===== src/rtl/comp_serial_nbit_if.sv =====
// Handshake and operand/result bundle for the bit-serial magnitude comparator.
interface comp_serial_nbit_if #(
    parameter int unsigned WIDTH = 8
);
    logic             start;
    logic [WIDTH-1:0] A;
    logic [WIDTH-1:0] B;
    logic             busy;
    logic             done;
    logic             Eq;
    logic             Le;
    logic             Gt;

    modport master (
        output start, A, B,
        input  busy, done, Eq, Le, Gt
    );

    modport slave (
        input  start, A, B,
        output busy, done, Eq, Le, Gt
    );
endinterface


===== src/rtl/comp_serial_nbit.sv =====
// Bit-serial unsigned comparator: scans operands MSB first, stopping at the first differing bit.
module comp_serial_nbit #(
    parameter int unsigned WIDTH = 8
) (
    input  logic                clk,
    input  logic                rst,
    comp_serial_nbit_if.slave   bus
);
    localparam int unsigned IDX_W = (WIDTH > 1) ? $clog2(WIDTH) : 1;
    localparam logic [IDX_W-1:0] IDX_MSB = IDX_W'(WIDTH - 1);

    typedef enum logic {IDLE, SHIFT} state_t;

    state_t           state, state_n;
    logic [IDX_W-1:0] idx, idx_n;
    logic [WIDTH-1:0] a_r, a_n;
    logic [WIDTH-1:0] b_r, b_n;
    logic             busy_q, busy_n;
    logic             done_q, done_n;
    logic             eq_q, eq_n;
    logic             le_q, le_n;
    logic             gt_q, gt_n;

    always_ff @(posedge clk or posedge rst) begin
        if (rst) begin
            state  <= IDLE;
            idx    <= IDX_MSB;
            a_r    <= '0;
            b_r    <= '0;
            busy_q <= 1'b0;
            done_q <= 1'b0;
            eq_q   <= 1'b0;
            le_q   <= 1'b0;
            gt_q   <= 1'b0;
        end else begin
            state  <= state_n;
            idx    <= idx_n;
            a_r    <= a_n;
            b_r    <= b_n;
            busy_q <= busy_n;
            done_q <= done_n;
            eq_q   <= eq_n;
            le_q   <= le_n;
            gt_q   <= gt_n;
        end
    end

    always_comb begin
        state_n = state;
        idx_n   = idx;
        a_n     = a_r;
        b_n     = b_r;
        busy_n  = busy_q;
        done_n  = 1'b0;
        eq_n    = eq_q;
        le_n    = le_q;
        gt_n    = gt_q;
        case (state)
            IDLE: begin
                if (bus.start) begin
                    a_n     = bus.A;
                    b_n     = bus.B;
                    idx_n   = IDX_MSB;
                    eq_n    = 1'b0;
                    le_n    = 1'b0;
                    gt_n    = 1'b0;
                    busy_n  = 1'b1;
                    state_n = SHIFT;
                end
            end
            SHIFT: begin
                // First differing bit from the top decides; equal bits walk down to bit 0.
                if (a_r[idx] && !b_r[idx]) begin
                    gt_n    = 1'b1;
                    done_n  = 1'b1;
                    busy_n  = 1'b0;
                    state_n = IDLE;
                end else if (!a_r[idx] && b_r[idx]) begin
                    le_n    = 1'b1;
                    done_n  = 1'b1;
                    busy_n  = 1'b0;
                    state_n = IDLE;
                end else if (idx == '0) begin
                    eq_n    = 1'b1;
                    done_n  = 1'b1;
                    busy_n  = 1'b0;
                    state_n = IDLE;
                end else begin
                    idx_n = idx - 1'b1;
                end
            end
            default: state_n = IDLE;
        endcase
    end

    assign bus.busy = busy_q;
    assign bus.done = done_q;
    assign bus.Eq   = eq_q;
    assign bus.Le   = le_q;
    assign bus.Gt   = gt_q;
endmodule


===== src/flat_wrapper.sv =====
// flat-port wrapper written by rule: the top's interface ports become plain ports
module comp_serial_nbit_flat 
#(
    parameter int unsigned WIDTH = 8
)
  (clk, rst, bus_start, bus_A, bus_B, bus_busy, bus_done, bus_Eq, bus_Le, bus_Gt);
  comp_serial_nbit_if #(.WIDTH(WIDTH)) bus_i ();
  input  logic clk;
  input  logic rst;
  input wire logic [$bits(bus_i.start)-1:0] bus_start;
  input wire logic [$bits(bus_i.A)-1:0] bus_A;
  input wire logic [$bits(bus_i.B)-1:0] bus_B;
  output wire logic [$bits(bus_i.busy)-1:0] bus_busy;
  output wire logic [$bits(bus_i.done)-1:0] bus_done;
  output wire logic [$bits(bus_i.Eq)-1:0] bus_Eq;
  output wire logic [$bits(bus_i.Le)-1:0] bus_Le;
  output wire logic [$bits(bus_i.Gt)-1:0] bus_Gt;
  assign bus_i.start = bus_start;
  assign bus_i.A = bus_A;
  assign bus_i.B = bus_B;
  assign bus_busy = bus_i.busy;
  assign bus_done = bus_i.done;
  assign bus_Eq = bus_i.Eq;
  assign bus_Le = bus_i.Le;
  assign bus_Gt = bus_i.Gt;
  comp_serial_nbit #(.WIDTH(WIDTH)) u_core (.clk(clk), .rst(rst), .bus(bus_i));
endmodule

===== config.mk =====
export PLATFORM = sky130hd
export DESIGN_NAME = comp_serial_nbit_flat
export DESIGN_NICKNAME = d
export VERILOG_FILES = /design/src/rtl/comp_serial_nbit_if.sv /design/src/rtl/comp_serial_nbit.sv /design/src/flat_wrapper.sv
export SDC_FILE = /design/constraint.sdc
export NUM_CORES = 1
export LEC_CHECK = 0
export BUFFER_PORTS_ARGS = -buffer_cell sky130_fd_sc_hd__buf_2
export CAP_MARGIN = 30
export CORE_UTILIZATION = 53
export CTS_CLUSTER_SIZE = 14
export DETAILED_ROUTE_END_ITERATION = 10
export GPL_TIMING_DRIVEN = 0
export PLACE_DENSITY = 0.81
export SETUP_SLACK_MARGIN = 0.15
export SYNTH_ARGS = -nofsm -noshare
export SYNTH_HDL_FRONTEND = slang
export SYNTH_SLANG_ARGS = --single-unit

===== constraint.sdc =====
create_clock -name clk -period 2.45 [get_ports clk]
set_input_delay 0.245 -clock clk [delete_from_list [all_inputs] [get_ports clk]]
set_output_delay 0.245 -clock clk [all_outputs]
set_load 0.03 [all_outputs]

==> results_dict.tcl, run 1 <==
set metrics [dict create \
    status "finished clean" \
    rsz0062_at_grt "no" \
    antenna_found_initial 0 \
    setup_tns_ps 0 \
    viasPerCell 5.40 \
    gr-usage-all-layers 0.192 \
    coreArea_mm2 0.00204 \
    r2r_end "u_core.idx[0]$_DFFE_PP1P_" \
    finalCritPeriodShare 0.885 \
    die_width_um 49.4 \
    synth_seq_cells 25 \
    portBuffers 23 \
    p_total_w 0.00190 \
    reg2reg_depth 6 \
    ir_drop_mv 0.811 \
    timing.hold.worst.class "input port to async pin" \
    crit_end "u_core.idx[0]$_DFFE_PP1P_" \
    wl_per_cell_um 13.9 \
    antenna_left 0 \
    startpoint "u_core.idx[2]$_DFFE_PP1P_" \
    fin_crit_ps 2170 \
    use_met2 0.333 \
    cts.path.max_buffers 2 \
    numCtsBuffers 3 \
    grt_max_degree 26 \
    nNetsFinal 136 \
    fillers 173 \
    place.gp.congestion 0.790 \
    ctsHoldBuffers 0 \
    startpoint_type "register" \
    finalClockSkew_ps 1.44 \
    cp.required_ps 2680 \
    hpwl_mm 1.52 \
    synth_cells 87 \
    synth.distinct_cells 27 \
    root_buffer "clkbuf_4" \
    htree_num_levels 1 \
    dp.cells 137 \
    die_y_um 49.4 \
    core.rowCount 16 \
    grt_pass1_vias 795 \
    p_per_area_mw_per_mm2 1390 \
    grt_overflow 0 \
    finalHoldViolations 0 \
    initial_core_util 0.583 \
    tightestPinTransition_ps 902 \
    ys_seq_area_frac 0.529 \
    n_antenna_cell 0 \
    rr_startpoint "u_core.idx[2]$_DFFE_PP1P_" \
    max_slew_margin 0.398 \
    grt_most_used_layer "met2" \
    clk_pin_slew_worst_paths_ps 120 \
    die-area_mm2 0.00244 \
    syn-num-nets 108 \
    setup_viol 0 \
    path_class "register to register" \
    grt_pass1_wl_mm 3.43 \
    routed-via-count 762 \
    r2r_slack_ps 280 \
    syn-cell-area_mm2 0.00119 \
    ys_warn_count 0 \
    endpoint_kind "register" \
    drive_gt1_frac 0.474 \
    grt_use_met3 0.0374 \
    drt_pass1_iterations 4 \
    cp_max_fo 8 \
    drtIter0Drc 10 \
    pin_count 24 \
    areaGrowthSynthToFinish_pct 14.7 \
    drc_errors 0 \
    cts.sinks 25 \
    maxCapViolCount 0 \
    report.final.slew_viol_count 0 \
    cts_tree "yes" \
    clk-insertion-delay-late_ps 310 \
    wl_mm 1.97 \
    postCtsSetupRepairBufs 0 \
    cp.arrival_ps 2400 \
    post_cts_resize_count 0 \
    finalNonFillerCells 141 \
    avgSynthCellArea_um2 13.7 \
    use_met1 0.234 \
    leakage_nw 0.641 \
    fmax_mhz 461 \
]
==> metrics by stage <==
step	setup slack, ps	utilization	hold slack, ps	cell area (um2)
finish	281	0.669	100	1370
CTS	261	0.669	135	1370
global route	189	0.669	126	1370
floorplan	427	-	270	1190
global placement	350	0.656	463	1340
detailed placement	289	0.656	468	1340
==> sequential cells by signal, summed over array words and instances, names as in the netlist <==
register         cells
u_core.idx           3
u_core.bus.Le        1
u_core.bus.Eq        1
u_core.b_r           8
u_core.bus.Gt        1
u_core.state         1
u_core.a_r           8
u_core.bus.done      1
u_core.bus.busy      1
==> cell families (layout without fill, tap and decap cells) <==
logic type / after synthesis / after routing / share of synthesized area
buf+inv: 11 / 38 / 0.0473
xor+xnor: 1 / 1 / 0.0231
flops: 25 / 25 / 0.529
compound gates: 12 / 12 / 0.0673
mux: 22 / 22 / 0.259
fa+ha+maj: 2 / 2 / 0.0210
simple gates: 14 / 14 / 0.0536
==> Yosys cell counts <==
master,n,share of area
a21oi_1,4,0.017
a21oi_2,1,0.0074
a311oi_1,1,0.0074
and2_1,1,0.0053
buf_6,2,0.019
clkbuf_1,2,0.0063
dfrtp_1,22,0.46
dfstp_2,3,0.066
ha_1,2,0.021
inv_1,6,0.019
inv_2,1,0.0032
mux2_1,3,0.028
mux2_2,13,0.12
mux2_4,1,0.013
mux2i_4,1,0.019
mux4_2,4,0.076
nand2_1,2,0.0063
nand3_1,3,0.013
nand4_1,1,0.0053
nor2_1,6,0.019
nor2_2,1,0.0053
o211a_1,1,0.0084
o21ai_0,1,0.0042
o21ai_1,1,0.0042
o21ba_1,1,0.0084
o22ai_1,2,0.011
xnor2_4,1,0.023
==> cell type report <==
| class | instances | area, um2 | area share |
|---|---|---|---|
| inverter | 7 | 26.3 | 0.0192 |
| multi-input combinational | 51 | 504 | 0.369 |
| sequential | 25 | 629 | 0.461 |
| timing repair buffer | 23 | 115 | 0.0843 |
| clock buffer | 4 | 26.3 | 0.0192 |
| buffer | 4 | 30.0 | 0.0220 |
| tap | 27 | 33.8 | 0.0247 |
==> metal layers <==
layer,up-vias,part of all wire
met5,-,0
met4,0,0.011
met3,3,0.034
met2,17,0.53
met1,380,0.43
li1,362,-
==> critical path, cell delays in order (launching register included) <==
cell and delay [ps]:
dfstp_2 550, buf_6 130, mux4_2 490, mux2_4 320, xnor2_4 260, nor2_2 70
a311oi_1 260
==> worst min path at each step <==
stage | start | endpoint | slack, ps
after floorplan | rst | u_core.a_r[0]$_DFFE_PP0P_ | 270
after global placement | bus_A[6] | u_core.a_r[6]$_DFFE_PP0P_ | 460
after detailed placement | bus_A[6] | u_core.a_r[6]$_DFFE_PP0P_ | 470
after CTS | bus_A[6] | u_core.a_r[6]$_DFFE_PP0P_ | 140
after global routing | bus_A[6] | u_core.a_r[6]$_DFFE_PP0P_ | 130
final | rst | u_core.bus.done$_DFF_PP0_ | 100
==> placed cells by master, fill, tap and decap left out <==
cell / n
buf_2: 23
dfrtp_1: 22
mux2_2: 13
inv_1: 6
nor2_1: 6
mux4_2: 4
a21oi_1: 4
clkbuf_1: 3
nand3_1: 3
mux2_1: 3
clkbuf_4: 3
dfstp_2: 3
buf_6: 2
o22ai_1: 2
nand2_1: 2
ha_1: 2
mux2i_4: 1
mux2_4: 1
xnor2_4: 1
inv_2: 1
nor2_2: 1
o21ai_0: 1
and2_1: 1
a311oi_1: 1
a21oi_2: 1
o21ba_1: 1
nand4_1: 1
o21ai_1: 1
o211a_1: 1
==> power by group <==
group	internal, W	switching, W
Combinational	0.000507	0.000492
Sequential	0.000622	0.0000985
Clock	0.0000637	0.000115
Power figures use the tool's default switching activity.
==> inputs of run 2 (changes only) <==
- CORE_UTILIZATION: 53 -> 36
- PLACE_DENSITY: 0.81 -> 0.6
==> results_dict.tcl, run 2 (synthesized netlist as in run 1, its figures left out) <==
set metrics [dict create \
    routed-via-count 751 \
    reg2reg_depth 6 \
    grt_use_met3 0.0393 \
    pin_count 24 \
    rsz0062_at_grt "no" \
    viasPerCell 4.75 \
    grt_pass1_vias 709 \
    initial_core_util 0.383 \
    path_class "register to register" \
    status "finished clean" \
    startpoint "u_core.idx[2]$_DFFE_PP1P_" \
    stdcell_area_mm2 0.00140 \
    cts.path.max_buffers 2 \
    startpoint_type "register" \
    setup_tns_ps 0 \
    cp.required_ps 2700 \
    gr-usage-all-layers 0.130 \
    place.gp.congestion 0.748 \
    wl_per_cell_um 12.6 \
    crit_end "u_core.idx[0]$_DFFE_PP1P_" \
    rr_startpoint "u_core.idx[2]$_DFFE_PP1P_" \
    p_per_area_mw_per_mm2 1390 \
    post_cts_resize_count 0 \
    tightestPinTransition_ps 918 \
    clk_pin_slew_worst_paths_ps 150 \
    leakage_nw 0.646 \
    portBuffers 23 \
    hpwl_mm 1.48 \
    drive_gt1_frac 0.491 \
    die_width_um 59.5 \
    ff_latch_area_um2 629 \
    max_slew_margin 0.387 \
    mostFrequentLayoutCells "buf_2 (23), dfrtp_1 (22), mux2_2 (13)" \
    htree_num_levels 1 \
    r2r_end "u_core.idx[0]$_DFFE_PP1P_" \
    endpoint_kind "register" \
    cts.sinks 25 \
    largestRegisters "u_core.a_r (8), u_core.b_r (8), u_core.idx (3)" \
    drt_pass1_iterations 4 \
    die_y_um 59.5 \
    grt_most_used_layer "met2" \
    postCtsSetupRepairBufs 0 \
    cts_tree "yes" \
    wl_mm 2.00 \
    ir_drop_mv 0.645 \
    fin_crit_ps 2240 \
    cp_max_fo 8 \
    fillers 309 \
    cp.arrival_ps 2490 \
    numCtsBuffers 3 \
    areaGrowthSynthToFinish_pct 17.5 \
    r2r_slack_ps 210 \
    coreArea_mm2 0.00310 \
    drc_errors 0 \
    root_buffer "clkbuf_4" \
    clk-insertion-delay-late_ps 330 \
    nNetsFinal 136 \
    n_antenna_cell 0 \
    antenna_left 0 \
    antenna_found_initial 0 \
    finalClockSkew_ps 6.33 \
    grt_max_degree 26 \
    use_met1 0.171 \
    setup_viol 0 \
    die-area_mm2 0.00354 \
    use_met2 0.207 \
    holdWs_ps 89.4 \
    final_common_cell "buf_2" \
    maxCapViolCount 0 \
    timing.hold.worst.class "input port to async pin" \
    report.final.slew_viol_count 0 \
    finalCritPeriodShare 0.914 \
    multiInputGateArea_um2 510 \
    drtIter0Drc 24 \
    ctsHoldBuffers 0 \
    placed_area_mm2 0.00136 \
    fmax_mhz 447 \
    grt_overflow 0 \
    core.rowCount 20 \
    finalHoldViolations 0 \
    grt_pass1_wl_mm 3.29 \
]
run 2: cell count changes in the layout (fill, tap and decap cells not counted):
| cell | before | now |
|---|---|---|
| clkbuf_1 | 3 | 2 |
| a311oi_2 | 0 | 1 |
| inv_6 | 0 | 1 |
| a311oi_1 | 1 | 0 |
run 2: final cells by class:
cell class	count	share of cell area
Timing Repair Buffer	23	0.0824
Sequential cell	25	0.450
Inverter	7	0.0188
Clock inverter	1	0.00627
Tap cell	44	0.0394
Buffer	4	0.0215
Clock buffer	3	0.0161
Multi-Input combinational cell	51	0.365
run 2: worst min-delay path by stage:
| stage | endpoint |
|---|---|
| after detailed placement | u_core.a_r[4]$_DFFE_PP0P_ |
| after global placement | u_core.b_r[6]$_DFFE_PP0P_ |
| after global routing | u_core.a_r[5]$_DFFE_PP0P_ |
| final | u_core.b_r[5]$_DFFE_PP0P_ |
| after CTS | u_core.a_r[4]$_DFFE_PP0P_ |
| after floorplan | u_core.a_r[0]$_DFFE_PP0P_ |
run 2: per-stage QoR:
| stage | std cells | setup slack [ps] | power [W] | utilization |
|---|---|---|---|---|
| 3_3_place_gp | 154 | 264 | 0.00171 | 0.438 |
| 5_1_grt | 158 | 165 | 0.00209 | 0.450 |
| 3_5_place_dp | 154 | 260 | 0.00174 | 0.438 |
| 6_report | 158 | 211 | 0.00195 | 0.450 |
| 2_1_floorplan | 87 | 427 | 0.00155 | - |
| 4_1_cts | 158 | 239 | 0.00194 | 0.448 |
run 2: power breakdown:
group | total [W] | switching, W | internal, W
clock | 0.000198 | 0.000132 | 0.0000665
combinational | 0.00104 | 0.000519 | 0.000519
sequential | 0.000712 | 0.0000905 | 0.000622
run 2: worst max-delay path, stage by stage, from the launching register on:
cell and delay, ps:
dfstp_2 550, buf_6 130, mux4_2 490, mux2_4 320
xnor2_4 330, nor2_2 80, a311oi_2 260
run 2: routing by layer:
layer,vias up,share of wire
met5,-,0
met4,0,0.011
met3,2,0.042
met2,20,0.48
met1,364,0.46
li1,365,-
==> inputs of run 3 (changes only) <==
- PLACE_DENSITY: 0.6 -> 0.62
- clock period: 2.45 -> 1.96 ns (I/O delays scaled with it)
==> results_dict.tcl, run 3 (synthesized netlist as in run 1, its figures left out) <==
set metrics [dict create \
    rsz0062_at_grt "yes" \
    drt_pass1_iterations 4 \
    crit_family "multiplexers" \
    die_width_um 59.5 \
    wl_mm 2.19 \
    finalCritPeriodShare 1.07 \
    initial_core_util 0.383 \
    antenna_found_initial 0 \
    placed_area_mm2 0.00136 \
    stdcell_area_mm2 0.00147 \
    hpwl_mm 1.53 \
    nNetsFinal 143 \
    path_buf_inv 1 \
    timing.hold.worst.class "input port to register" \
    final_common_cell "buf_2" \
    drc_errors 0 \
    tightestPinTransition_ps 523 \
    multiInputGateArea_um2 518 \
    routed-via-count 789 \
    numCtsBuffers 3 \
    cts.path.max_buffers 2 \
    finalClockSkew_ps 4.03 \
    slowest_delay_ps 550 \
    drtIter0Drc 6 \
    ff_latch_area_um2 629 \
    p_total_w 0.00252 \
    grt_pass1_vias 748 \
    dp_slack_ps -210 \
    cts.sinks 25 \
    startpoint_type "register" \
    die-area_mm2 0.00354 \
    drive_gt1_frac 0.529 \
    wl_per_cell_um 13.3 \
    cp.arrival_ps 2350 \
    n_antenna_cell 0 \
    cp_max_fo 8 \
    die_y_um 59.5 \
    ir_drop_mv 0.789 \
    clk-insertion-delay-late_ps 330 \
    final_util 0.473 \
    maxCapViolCount 0 \
    path_class "register to register" \
    cp.required_ps 2210 \
    portBuffers 23 \
    fmax_mhz 478 \
    place.gp.congestion 0.730 \
    status "complete, but fails checks" \
    areaGrowthSynthToFinish_pct 23.4 \
    htree_num_levels 1 \
    grt_pass1_wl_mm 3.55 \
    largestRegisters "u_core.a_r (8), u_core.b_r (8), u_core.idx (3)" \
    grt_overflow 0 \
    report.final.slew_viol_count 0 \
    coreArea_mm2 0.00310 \
    viasPerCell 4.78 \
    grt_max_degree 26 \
    p_per_area_mw_per_mm2 1710 \
    clk_pin_slew_worst_paths_ps 150 \
    setup_viol 6 \
    gr-usage-all-layers 0.140 \
    root_buffer "clkbuf_4" \
    endpoint_kind "register" \
    max_slew_margin 0.651 \
    holdWs_ps 66.3 \
    path_cells "buf_6, mux4_2, mux2_4, xnor2_4, nor2_2, a311oi_2" \
    mostFrequentLayoutCells "buf_2 (23), dfrtp_1 (22), mux2_2 (13)" \
    violations "setup timing" \
    antenna_left 0 \
    layout_setup_ws_ps -133 \
    leakage_nw 0.683 \
    finalHoldViolations 0 \
    fillers 297 \
    fin_crit_ps 2090 \
    pin_count 24 \
    core.rowCount 20 \
    cts_tree "yes" \
    critPathSlowestCell "dfstp_2" \
]
==> run 3: final timing paths <==
check	start	to	slack [ps]	cells past startpoint
min reg2reg	u_core.bus.Le$_DFFE_PP0P_	u_core.bus.Le$_DFFE_PP0P_	510	2
max in group asynchronous	rst	u_core.idx[2]$_DFFE_PP1P_	980	4
min in group asynchronous	rst	u_core.a_r[5]$_DFFE_PP0P_	420	3
min	bus_A[6]	u_core.a_r[6]$_DFFE_PP0P_	70	2
max reg2reg	u_core.idx[2]$_DFFE_PP1P_	u_core.idx[0]$_DFFE_PP1P_	-130	6
max	u_core.idx[2]$_DFFE_PP1P_	u_core.idx[0]$_DFFE_PP1P_	-130	6
==> run 3: where the power goes <==
group / switching, W / internal [W] / total (W)
Combinational: 0.000654 / 0.000709 / 0.00136
Sequential: 0.000125 / 0.000777 / 0.000902
Clock: 0.000170 / 0.0000833 / 0.000253
Total: 0.000949 / 0.00157 / 0.00252
==> run 3: area by class of cell <==
type,count,share of cell area
Buffer,4,0.0213
Clock buffer,3,0.0153
Clock inverter,1,0.00596
Inverter,7,0.0179
Multi-Input combinational cell,51,0.353
Sequential cell,25,0.428
Tap cell,44,0.0375
Timing Repair Buffer,30,0.121
==> run 3: timing repair <==
item / in CTS / in global routing
endpoints found under the setup margin: 15 / 11
endpoints found under the hold margin: 0 / 11
buffers inserted: 5 / 0
hold buffers: 0 / 1
pin swaps: 5 / 1
gates resized for setup: 3 / 1
==> run 3: worst register-to-register path: cells and delay by family, from the launching register on <==
kind,cells,cell delay [ps]
multiplexers,2,810
flip-flops,1,550
XOR/XNOR,1,270
AO/OA/AOI/OAI,1,200
buffers and inverters,1,120
AND/OR/NAND/NOR,1,70
==> run 3: per-stage QoR <==
step           TNS, ps  instances
6_report          -508        165
3_5_place_dp     -2130        154
3_3_place_gp     -1850        154
5_1_grt           -979        165
2_1_floorplan     -104         87
4_1_cts           -602        163
==> run 3: layer usage <==
metal  track usage  up-vias  part of all wire
met4        0.0399        0            0.0096
met1         0.186      391              0.47
met3        0.0480        5             0.048
li1              -      373                 -
met2         0.217       20              0.47
met5             0        -                 0
